### config.mk
export PLATFORM = sky130hd
export DESIGN_NAME = mem_readback
export DESIGN_NICKNAME = d
export VERILOG_FILES = /design/src/rtl/mem_readback.sv
export SDC_FILE = /design/constraint.sdc
export NUM_CORES = 1
export LEC_CHECK = 0
export BUFFER_PORTS_ARGS = -buffer_cell sky130_fd_sc_hd__buf_2
export CORE_ASPECT_RATIO = 1.4
export CORE_UTILIZATION = 53
export CTS_CLUSTER_SIZE = 14
export DETAILED_ROUTE_END_ITERATION = 8
export GPL_TIMING_DRIVEN = 0
export PLACE_DENSITY = 0.86
export SETUP_SLACK_MARGIN = 0.1
export SLEW_MARGIN = 10
export SYNTH_ARGS = -nofsm -noshare
export SYNTH_HDL_FRONTEND = slang
export SYNTH_SLANG_ARGS = --single-unit
### constraint.sdc
create_clock -name clock -period 3 [get_ports clock]
set_clock_uncertainty 0.1 [all_clocks]
set_input_delay 0.3 -clock clock [delete_from_list [all_inputs] [get_ports clock]]
set_output_delay 0.3 -clock clock [all_outputs]
set_load 0.1 [all_outputs]
### src/rtl/mem_readback.sv
// mem_readback: streams a contiguous range of data-memory words out of a
// valid/ready port, one word per transfer. Words containing an illegal trit
// encoding (2'b11) set a sticky bad_trit flag. The block drives the memory
// port only while busy is high.
//
// State table:
//   IDLE | waiting for start; bad_trit and last output word are retained
//   READ | mem_read strobe high for one cycle at mem_address
//   WAIT | memory returns data this cycle; captured on the way to HOLD
//   HOLD | out_valid high, waiting for the consumer handshake
//   DONE | one-cycle done pulse, busy still high
//
// Ports:
//   clock, reset        system clock; synchronous active-low reset
//   start               begin a readback (sampled in IDLE only)
//   base_addr           first word address, captured on accepted start
//   word_count          number of words, captured on accepted start
//   mem_read            one-cycle read strobe to memory
//   mem_address         read address
//   mem_read_data       read data, valid the cycle after mem_read
//   out_valid/out_ready output handshake
//   out_data, out_addr  captured word and its address
//   out_last            marks the final word of the range
//   busy                high in every state except IDLE
//   done                one-cycle completion pulse
//   bad_trit            sticky illegal-encoding flag for the current range
module mem_readback #(
  parameter int DATA_WIDTH = 18,
  parameter int ADDR_WIDTH = 18
) (
  input  logic                  clock,
  input  logic                  reset,
  input  logic                  start,
  input  logic [ADDR_WIDTH-1:0] base_addr,
  input  logic [ADDR_WIDTH-1:0] word_count,
  output logic                  mem_read,
  output logic [ADDR_WIDTH-1:0] mem_address,
  input  logic [DATA_WIDTH-1:0] mem_read_data,
  output logic                  out_valid,
  input  logic                  out_ready,
  output logic [DATA_WIDTH-1:0] out_data,
  output logic [ADDR_WIDTH-1:0] out_addr,
  output logic                  out_last,
  output logic                  busy,
  output logic                  done,
  output logic                  bad_trit
);

  localparam int TRITS = DATA_WIDTH / 2;

  typedef enum logic [2:0] {
    IDLE = 3'd0,
    READ = 3'd1,
    WAIT = 3'd2,
    HOLD = 3'd3,
    DONE = 3'd4
  } state_t;

  state_t                state;
  logic [ADDR_WIDTH-1:0] addr;
  logic [ADDR_WIDTH-1:0] remaining;
  logic [ADDR_WIDTH-1:0] addr_inc;
  logic                  last_word;
  logic                  word_bad;

  // Natural width overflow gives the required wrap from all-ones to zero.
  assign addr_inc  = addr + ADDR_WIDTH'(1);
  assign last_word = (remaining == ADDR_WIDTH'(1));

  always_comb begin
    word_bad = 1'b0;
    for (int i = 0; i < TRITS; i++) begin
      if (mem_read_data[2*i +: 2] == 2'b11) word_bad = 1'b1;
    end
  end

  always_ff @(posedge clock) begin
    if (!reset) begin
      state       <= IDLE;
      addr        <= '0;
      remaining   <= '0;
      mem_read    <= 1'b0;
      mem_address <= '0;
      out_valid   <= 1'b0;
      out_data    <= '0;
      out_addr    <= '0;
      out_last    <= 1'b0;
      busy        <= 1'b0;
      done        <= 1'b0;
      bad_trit    <= 1'b0;
    end else begin
      // Strobes default low; each is raised only on the edge entering its state.
      mem_read <= 1'b0;
      done     <= 1'b0;
      case (state)
        IDLE: begin
          if (start) begin
            addr      <= base_addr;
            remaining <= word_count;
            bad_trit  <= 1'b0;
            busy      <= 1'b1;
            if (word_count != '0) begin
              state       <= READ;
              mem_read    <= 1'b1;
              mem_address <= base_addr;
            end else begin
              state <= DONE;
              done  <= 1'b1;
            end
          end
        end
        READ: begin
          state <= WAIT;
        end
        WAIT: begin
          state     <= HOLD;
          out_valid <= 1'b1;
          out_data  <= mem_read_data;
          out_addr  <= addr;
          out_last  <= last_word;
          if (word_bad) bad_trit <= 1'b1;
        end
        HOLD: begin
          if (out_ready) begin
            out_valid <= 1'b0;
            out_last  <= 1'b0;
            addr      <= addr_inc;
            remaining <= remaining - ADDR_WIDTH'(1);
            if (last_word) begin
              state <= DONE;
              done  <= 1'b1;
            end else begin
              state       <= READ;
              mem_read    <= 1'b1;
              mem_address <= addr_inc;
            end
          end
        end
        DONE: begin
          state <= IDLE;
          busy  <= 1'b0;
        end
        default: begin
          state <= IDLE;
        end
      endcase
    end
  end

endmodule

==> impl_results.md, run 1 <==
* Outcome: finished clean
* CTS tree: yes
* Initial antenna violation count at 0
* Power consumption at 3.98 mW
* # resized after CTS at 0
* DRT antenna net count at 0
* Top cell type's share of synthesized area at 42.8%
* Critical Path AT at 2.63 ns
* CORE AREA at 8510 µm²
* Worst r2r src: state[1]
* Crit. End Element: flip-flop
* Type of the most critical hold path: input pin to flip-flop
* Register area at 1980 µm²
* Post-synth top area cell: dfxtp_1
* Via count at 4993
* Required @ worst endpoint at 3.17 ns
* Synthesized flop and latch total at 99
* Unrepaired setup endpoints after global routing: no
* Synth Instances at 603
* Die height at 113 µm
* Filler Cell Count at 720
* Synth area leaders: dfxtp_1, nand2_1, a21oi_1
* Crit path capture: done
* Slowest stage cell, crit path: buf_1
* Startpoint types: flip-flop
* Total gr overflow at 0
* Most common cell in the synthesized netlist: nand2_1
* Nets at 792
* ANT cells at 0
* Post-synth cell types at 56
* Worst path cell trace: buf_2, nand2_1, nor2_1, buf_1, clkbuf_1, a32oi_1, nor3_1
* Crit path kind: flip-flop to flip-flop
* Power Dens Cells at 704 nW/µm²
* Row count at 40
* Die X at 81 µm
* Mapped cell area at 4630 µm²
* Asr flop ratio synth at 0%
* Min cycle time layout at 2.46 ns
* Beginning of the critical path: state[1]
* Total CTS buffers at 9
* Global-route wire length before repair at 20.8 mm
* Worst vdd ir at 0.510 mV
* Routability Congestion at 0.929
* Synth Area per Inst at 7.68 µm²
* Synth Flop Type: dfxtp_1
* Largest net degree at the start of global routing at 17
* Fin. Hold Viols at 0
* Routed WL at 13.4 mm
* Number of remaining DRC errors at 0
* Die footprint at 9120 µm²
* R2R setup slack at 0.54 ns
* Initial Util at 54.4%
* Synth warn at 0
* Post-synth EDFFs at 0
* Post-synth top cells: nand2_1, dfxtp_1, a21oi_1
* PortBufs at 117
* MaxCap Viol Count at 0
* Area of the multi-input gates at 2420 µm²
* DP HPWL at 9.81 mm
* Worst slew pin tran at 0.671 ns
* Clock-pin slew on the worst setup and hold paths at 0.07 ns
* Crit share post-route at 82.1%
* R2R cell count at 7
* Leakage power at 2.35 nW
* I/O pin count at 118
* Routed vias/inst at 5.94
* Sequential area share after synthesis at 42.8%
* Crit path largest cell delay at 0.48 ns
* Reg2reg end: done
* CTS Root Cell: clkbuf_16
* # hold bufs at CTS at 0
* FMAX at 406 MHz
* Post-CTS setup buffer count at 0
* Critical Path Fanout Max at 10
* DR iter-0 viols at 464
* Max-slew violation count at 0
* Slew headroom at 55.2%
* Syn Nets at 664
* Layout cells sized above 1 at 20.5%
* Total Routing Usage GR at 29.9%
* Area growth, synth to finish at 22.0%
* WL/cell at 16.0 µm
* Clock latency on the worst-skew pair at 0.35 ns
* CTS Buffer Depth at 2
* Setup Total Neg Slack at 0 ns
* Finish-stage setup viols at 0
* Vias in the first global route at 4523
* H-tree lvl count at 3
* Drt pass-1 iters at 6
* # clock sinks at 99
cells by family after synthesis:
kind of cell	count (synthesis)	share of synthesized area (%)
xor+xnor	16	3.03
fa+ha+maj	3	0.811
mux	13	2.81
compound gates	154	19.8
flops	99	42.8
buf+inv	51	4.86
simple gates	267	25.9
how the worst min path moves through the flow:
stage | slack (ns) | start | depth (start not counted) | to
2_1_floorplan | 0.34 | mem_read_data[0] | 2 | out_data[0]
3_3_place_gp | 0.34 | out_data[14] | 2 | out_data[14]
3_5_place_dp | 0.35 | out_data[8] | 2 | out_data[8]
4_1_cts | 0.09 | mem_read_data[8] | 3 | out_data[8]
5_1_grt | 0.09 | mem_read_data[8] | 3 | out_data[8]
6_report | 0.1 | mem_read_data[8] | 3 | out_data[8]
critical path, delay by kind of cell (launching register included):
kind	cells	cell delay (ns)
buf+inv	3	1.16
flops	1	0.31
compound gates	1	0.20
simple gates	3	0.61
cells in the final DEF (no fill, tap or decap), types with 4 or more instances in the layout:
| cell | instances |
|---|---|
| nand2_1 | 139 |
| buf_2 | 119 |
| dfxtp_1 | 99 |
| a21oi_1 | 69 |
| nor2_1 | 59 |
| clkbuf_1 | 34 |
| o21ai_1 | 26 |
| nand3_1 | 18 |
| mux2i_1 | 13 |
| xnor2_1 | 12 |
| nor3_1 | 11 |
| clkbuf_16 | 9 |
| o21a_1 | 8 |
| a22oi_1 | 7 |
| a31oi_1 | 7 |
| inv_1 | 6 |
| nor4_1 | 6 |
| a211oi_1 | 6 |
| o22ai_1 | 6 |
| o21ai_0 | 5 |
| and2_1 | 5 |
| buf_1 | 4 |
| xor2_1 | 4 |
layer usage:
| layer | share of wire [%] | vias up | global-route usage [%] |
|---|---|---|---|
| met4 | 4.2 | 0 | 17.3 |
| met5 | 0 | - | 0 |
| met2 | 51 | 300 | 50.9 |
| met3 | 8.8 | 61 | 6.34 |
| met1 | 36 | 2283 | 33.6 |
| li1 | - | 2349 | - |
registers in the layout (all words and copies together), names as in the netlist:
name,count
remaining,18
out_last,1
out_data,18
mem_read,1
state,3
mem_address,18
out_addr,18
out_valid,1
busy,1
addr,18
bad_trit,1
done,1
area by class of cell:
class	count	area share (%)
buffer	43	3.45
clock buffer	10	4.23
clock inverter	6	1.13
inverter	8	0.531
multi-input combinational	453	42.9
sequential	99	35.1
tap	105	2.33
timing repair buffer	117	10.4
where the power goes:
part | leakage [nW] | switching (mW) | internal (mW)
clock | 0.145 | 0.510 | 0.669
sequential | 0.809 | 0.113 | 1.44
combinational | 1.39 | 0.919 | 0.330
total | 2.35 | 1.54 | 2.44
metrics by stage:
stage	utilization, %	hold slack (ns)	worst slack (ns)	cells	cell area [µm²]
detailed placement	62.9	0.346	0.587	825	5350
floorplan	-	0.336	0.898	603	4630
finish	66.4	0.0955	0.537	841	5650
global route	66.4	0.0940	0.269	841	5650
global placement	62.9	0.339	0.617	825	5350
CTS	66.4	0.0890	0.563	841	5650
Power figures use the tool's default switching activity.
==> run 2, diff against run 1 <==
Clock period 3 ns to 2.4 ns, I/O delays scaled along.
==> run 2 against run 1 <==
Net effect: die area stayed put; clock-buffer cell count stayed put; total power is 28% higher; flip-flop and latch count stayed put; core utilization is 2.3 points higher; hold slack worse by 0.063 ns; clock power is 25% higher.
==> impl_results.md, run 2 (same netlist as run 1, synthesis figures left out) <==
* Clock-pin slew on the worst setup and hold paths at 0.07 ns
* Area growth, synth to finish at 26.2%
* Clock latency on the worst-skew pair at 0.35 ns
* R2R setup slack at 0.13 ns
* Max-slew violation count at 0
* Type of the most critical hold path: input pin to flip-flop
* CORE AREA at 8510 µm²
* Via count at 5041
* Worst Hold Slack at 0.0329 ns
* Fin. Hold Viols at 0
* Required @ worst endpoint at 2.52 ns
* Die footprint at 9120 µm²
* # hold bufs at CTS at 0
* WL/cell at 16.4 µm
* CTS tree: yes
* Routed WL at 13.9 mm
* PortBufs at 117
* Total CTS buffers at 9
* Row count at 40
* Crit share post-route at 94.7%
* H-tree lvl count at 3
* CTS Root Cell: clkbuf_16
* Routability Congestion at 0.929
* Commonest non-fill, non-tap cells in the layout: nand2_1, buf_2, dfxtp_1
* Worst vdd ir at 0.540 mV
* FMAX at 440 MHz
* Largest net degree at the start of global routing at 17
* Die X at 81 µm
* CTS Buffer Depth at 2
* Vias in the first global route at 4539
* Leakage power at 2.47 nW
* Die height at 113 µm
* Finish-stage setup viols at 0
* Critical Path AT at 2.39 ns
* Total Routing Usage GR at 30.0%
* DRT antenna net count at 0
* Slew headroom at 56.8%
* Outcome: finished clean
* Initial antenna violation count at 0
* Total gr overflow at 0
* Layout cells sized above 1 at 24.1%
* Power Dens Cells at 872 nW/µm²
* Setup Total Neg Slack at 0 ns
* Crit. End Element: flip-flop
* Number of remaining DRC errors at 0
* Util after Layout at 68.7%
* Min cycle time layout at 2.27 ns
* Drt pass-1 iters at 5
* Commonest non-fill, non-tap cell in the layout: nand2_1
* Worst slew pin tran at 0.648 ns
* # clock sinks at 99
* Routed vias/inst at 5.94
* MaxCap Viol Count at 0
* DR iter-0 viols at 477
* Crit path kind: flip-flop to flip-flop
* Startpoint types: flip-flop
* Initial Util at 54.4%
* Global-route wire length before repair at 20.9 mm
* Nets at 800
* Critical Path Fanout Max at 5
* ANT cells at 0
* Unrepaired setup endpoints after global routing: yes
* DP HPWL at 9.81 mm
* I/O pin count at 118
run 2: changes by cell type in the layout (fill, tap and decap cells not counted), moves of 2 or more:
cell,before,now
buf_6,2,0
dfxtp_1,99,94
buf_1,4,2
buf_4,0,5
clkbuf_1,34,25
dfxtp_2,0,4
clkbuf_2,0,10
buf_8,0,2
nor3_4,1,3
clkbuf_16,9,12
run 2: final cells by class:
class | count | area [µm²]
Buffer | 43 | 216
Clock buffer | 10 | 239
Clock inverter | 6 | 63.8
Fill cell | 694 | 2660
Inverter | 8 | 30.0
Multi-Input combinational cell | 453 | 2470
Sequential cell | 99 | 1990
Tap cell | 105 | 131
Timing Repair Buffer | 125 | 698
run 2: worst max-delay path: stages (launching register included):
cell and delay [ns]:
dfxtp_2 0.33, or4_4 0.57, nor3_4 0.20, and3_4 0.25
o22a_4 0.17, buf_8 0.14, clkbuf_16 0.16, mux2i_1 0.18
nor2_1 0.05
run 2: worst paths after layout:
check | from | to | cells after the start
min reg2reg | out_data[8] | out_data[8] | 2
min | mem_read_data[8] | out_data[8] | 3
max reg2reg | remaining[14] | mem_address[6] | 8
max | remaining[14] | mem_address[6] | 8
run 2: what timing repair did:
item,CTS,global route
setup endpoints to repair,13,46
gates cloned,0,3
pin swaps,1,2
buffers inserted,1,4
gates resized for setup,4,33
run 2: power by group:
group          internal, mW  switching, mW
logic                 0.487           1.18
registers              1.80          0.145
clock network         0.836          0.641
total                  3.12           1.97
run 2: metrics by stage:
stage	worst slack (ns)	area (µm²)	cells	power, mW
finish	0.128	5840	849	5.09
global route	0.0322	5840	849	5.29
CTS	0.106	5670	842	4.97
detailed placement	-0.0132	5350	825	3.50
global placement	0.0467	5350	825	3.47
floorplan	0.298	4630	603	3.16
run 2: metal layers:
metal | vias to the layer above | wire length (µm) | track usage [%]
met3 | 69 | 1180 | 6.83
met5 | - | 0 | 0
met4 | 0 | 642 | 16.9
li1 | 2352 | - | -
met1 | 2316 | 5130 | 33.4
met2 | 304 | 6930 | 51.3
==> run 3, diff against run 2 <==
Settings changed: CORE_ASPECT_RATIO 1.4 to 0.5, CORE_UTILIZATION 53 to 48, PLACE_DENSITY 0.86 to 0.82.
Clock period 2.4 ns to 2 ns, I/O delays scaled along.
==> run 3 against run 2 <==
Net effect: the flow now finishes with violations (negative setup slack); register-to-register slack lost 0.33 ns; highest routed layer unchanged; setup slack lost 0.33 ns; hold slack lost 0.030 ns; sequential power grew 21%; clock-buffer cell count grew 2; flip-flop and latch count is the same; largest cell class unchanged; cell count grew 5.8%; clock power grew 26%; final area grew 10%; global-route usage shrank 0.19 points; first-iteration DRC count grew 14%; combinational power grew 43%.
==> impl_results.md, run 3 (same netlist as run 1, synthesis figures left out) <==
* Outcome: complete, but fails checks
* Violated checks: negative setup slack
* Pre-CTS setup slack at -0.461 ns
* Max-slew violation count at 0
* Initial Util at 51.2%
* WL/cell at 17.3 µm
* Vias in the first global route at 4766
* PortBufs at 117
* DR iter-0 viols at 544
* Final worst setup slack at -0.202 ns
* CTS Root Cell: clkbuf_16
* Worst vdd ir at 0.565 mV
* Post-route cell area at 6430 µm²
* Unrepaired setup endpoints after global routing: yes
* Number of remaining DRC errors at 0
* Area growth, synth to finish at 38.8%
* Fin. Hold Viols at 0
* Layout cells sized above 1 at 33.2%
* Die X at 141 µm
* CTS Buffer Depth at 2
* Min cycle time layout at 2.20 ns
* Row count at 24
* Worst slew pin tran at 0.725 ns
* Total CTS buffers at 9
* Nets at 824
* Global-route wire length before repair at 23.3 mm
* Worst Hold Slack at 0.00281 ns
* Startpoint types: flip-flop
* Via count at 5248
* Setup Total Neg Slack at -3.24 ns
* Initial antenna violation count at 0
* Commonest non-fill, non-tap cells in the layout: nand2_1, buf_2, dfxtp_1
* Die footprint at 10100 µm²
* ANT cells at 0
* Largest net degree at the start of global routing at 17
* Finish-stage setup viols at 24
* Drt pass-1 iters at 7
* Total gr overflow at 0
* CTS tree: yes
* DP HPWL at 9.73 mm
* Clock latency on the worst-skew pair at 0.35 ns
* Commonest non-fill, non-tap cell in the layout: nand2_1
* Power consumption at 6.61 mW
* Power Dens Cells at 1030 nW/µm²
* Critical Path AT at 2.32 ns
* Dpl cell area at 5390 µm²
* Die height at 71.5 µm
* H-tree lvl count at 3
* FMAX at 454 MHz
* Total Routing Usage GR at 29.8%
* Leakage power at 2.71 nW
* Type of the most critical hold path: input pin to flip-flop
* CORE AREA at 9040 µm²
* DRT antenna net count at 0
* Crit share post-route at 110%
* Routed WL at 15.6 mm
* Routability Congestion at 0.886
* Slew headroom at 51.6%
* I/O pin count at 118
* # clock sinks at 99
* MaxCap Viol Count at 0
* Crit. End Element: flip-flop
* Crit path kind: flip-flop to flip-flop
* Clock-pin slew on the worst setup and hold paths at 0.07 ns
* Routed vias/inst at 5.84
* Critical Path Fanout Max at 5
* Required @ worst endpoint at 2.12 ns
-- run 3: repair_timing --
action,CTS,global route
gates cloned,1,1
pin swaps,17,23
hold buffers,7,0
endpoints found under the setup margin,77,82
setup buffers,14,12
gates resized for setup,67,62
hold endpoints to repair,7,0
-- run 3: path summary, 6_finish.rpt --
path                                        from             end  slack (ns)  depth (start not counted)
worst max register to register     remaining[13]  mem_address[0]       -0.20                          8
worst min register to register      out_addr[13]    out_addr[13]        0.35                          2
worst max-delay path               remaining[13]  mem_address[0]       -0.20                          8
worst min-delay path            mem_read_data[1]     out_data[1]       0.003                          3
-- run 3: report_power, final --
group	switching [mW]	total, mW	internal, mW
Clock	0.792	1.87	1.08
Sequential	0.182	2.35	2.16
Combinational	1.60	2.39	0.792
-- run 3: routing by layer --
layer | routed length, µm | vias up | global-route usage [%] | part of all wire [%]
met3 | 1510 | 64 | 7.75 | 9.7
li1 | - | 2404 | - | -
met4 | 499 | 0 | 13.5 | 3.2
met2 | 7240 | 334 | 48.8 | 47
met5 | 0 | - | 0 | 0
met1 | 6300 | 2446 | 37.6 | 41
-- run 3: layout make-up --
type	count	area [µm²]
fillers	634	2610
inverters	8	30.0
clock inverters	4	55.1
repair buffers	150	900
plain buffers	42	277
clock buffers	12	267
multi-input cells	453	2730
well taps	130	163
flip-flops and latches	99	2010
-- run 3: through the flow --
stage,cells,utilization [%]
global placement,850,59.7
CTS,886,67.6
floorplan,603,-
finish,898,71.1
global route,898,71.1
detailed placement,850,59.7
-- run 3: critical path, stage by stage, from the launching register on --
cell,delay (ns)
dfxtp_1,0.36
or4_4,0.53
nor3_4,0.17
and3_4,0.22
o22a_2,0.15
buf_8,0.15
buf_8,0.13
mux2i_1,0.20
nor2_1,0.06
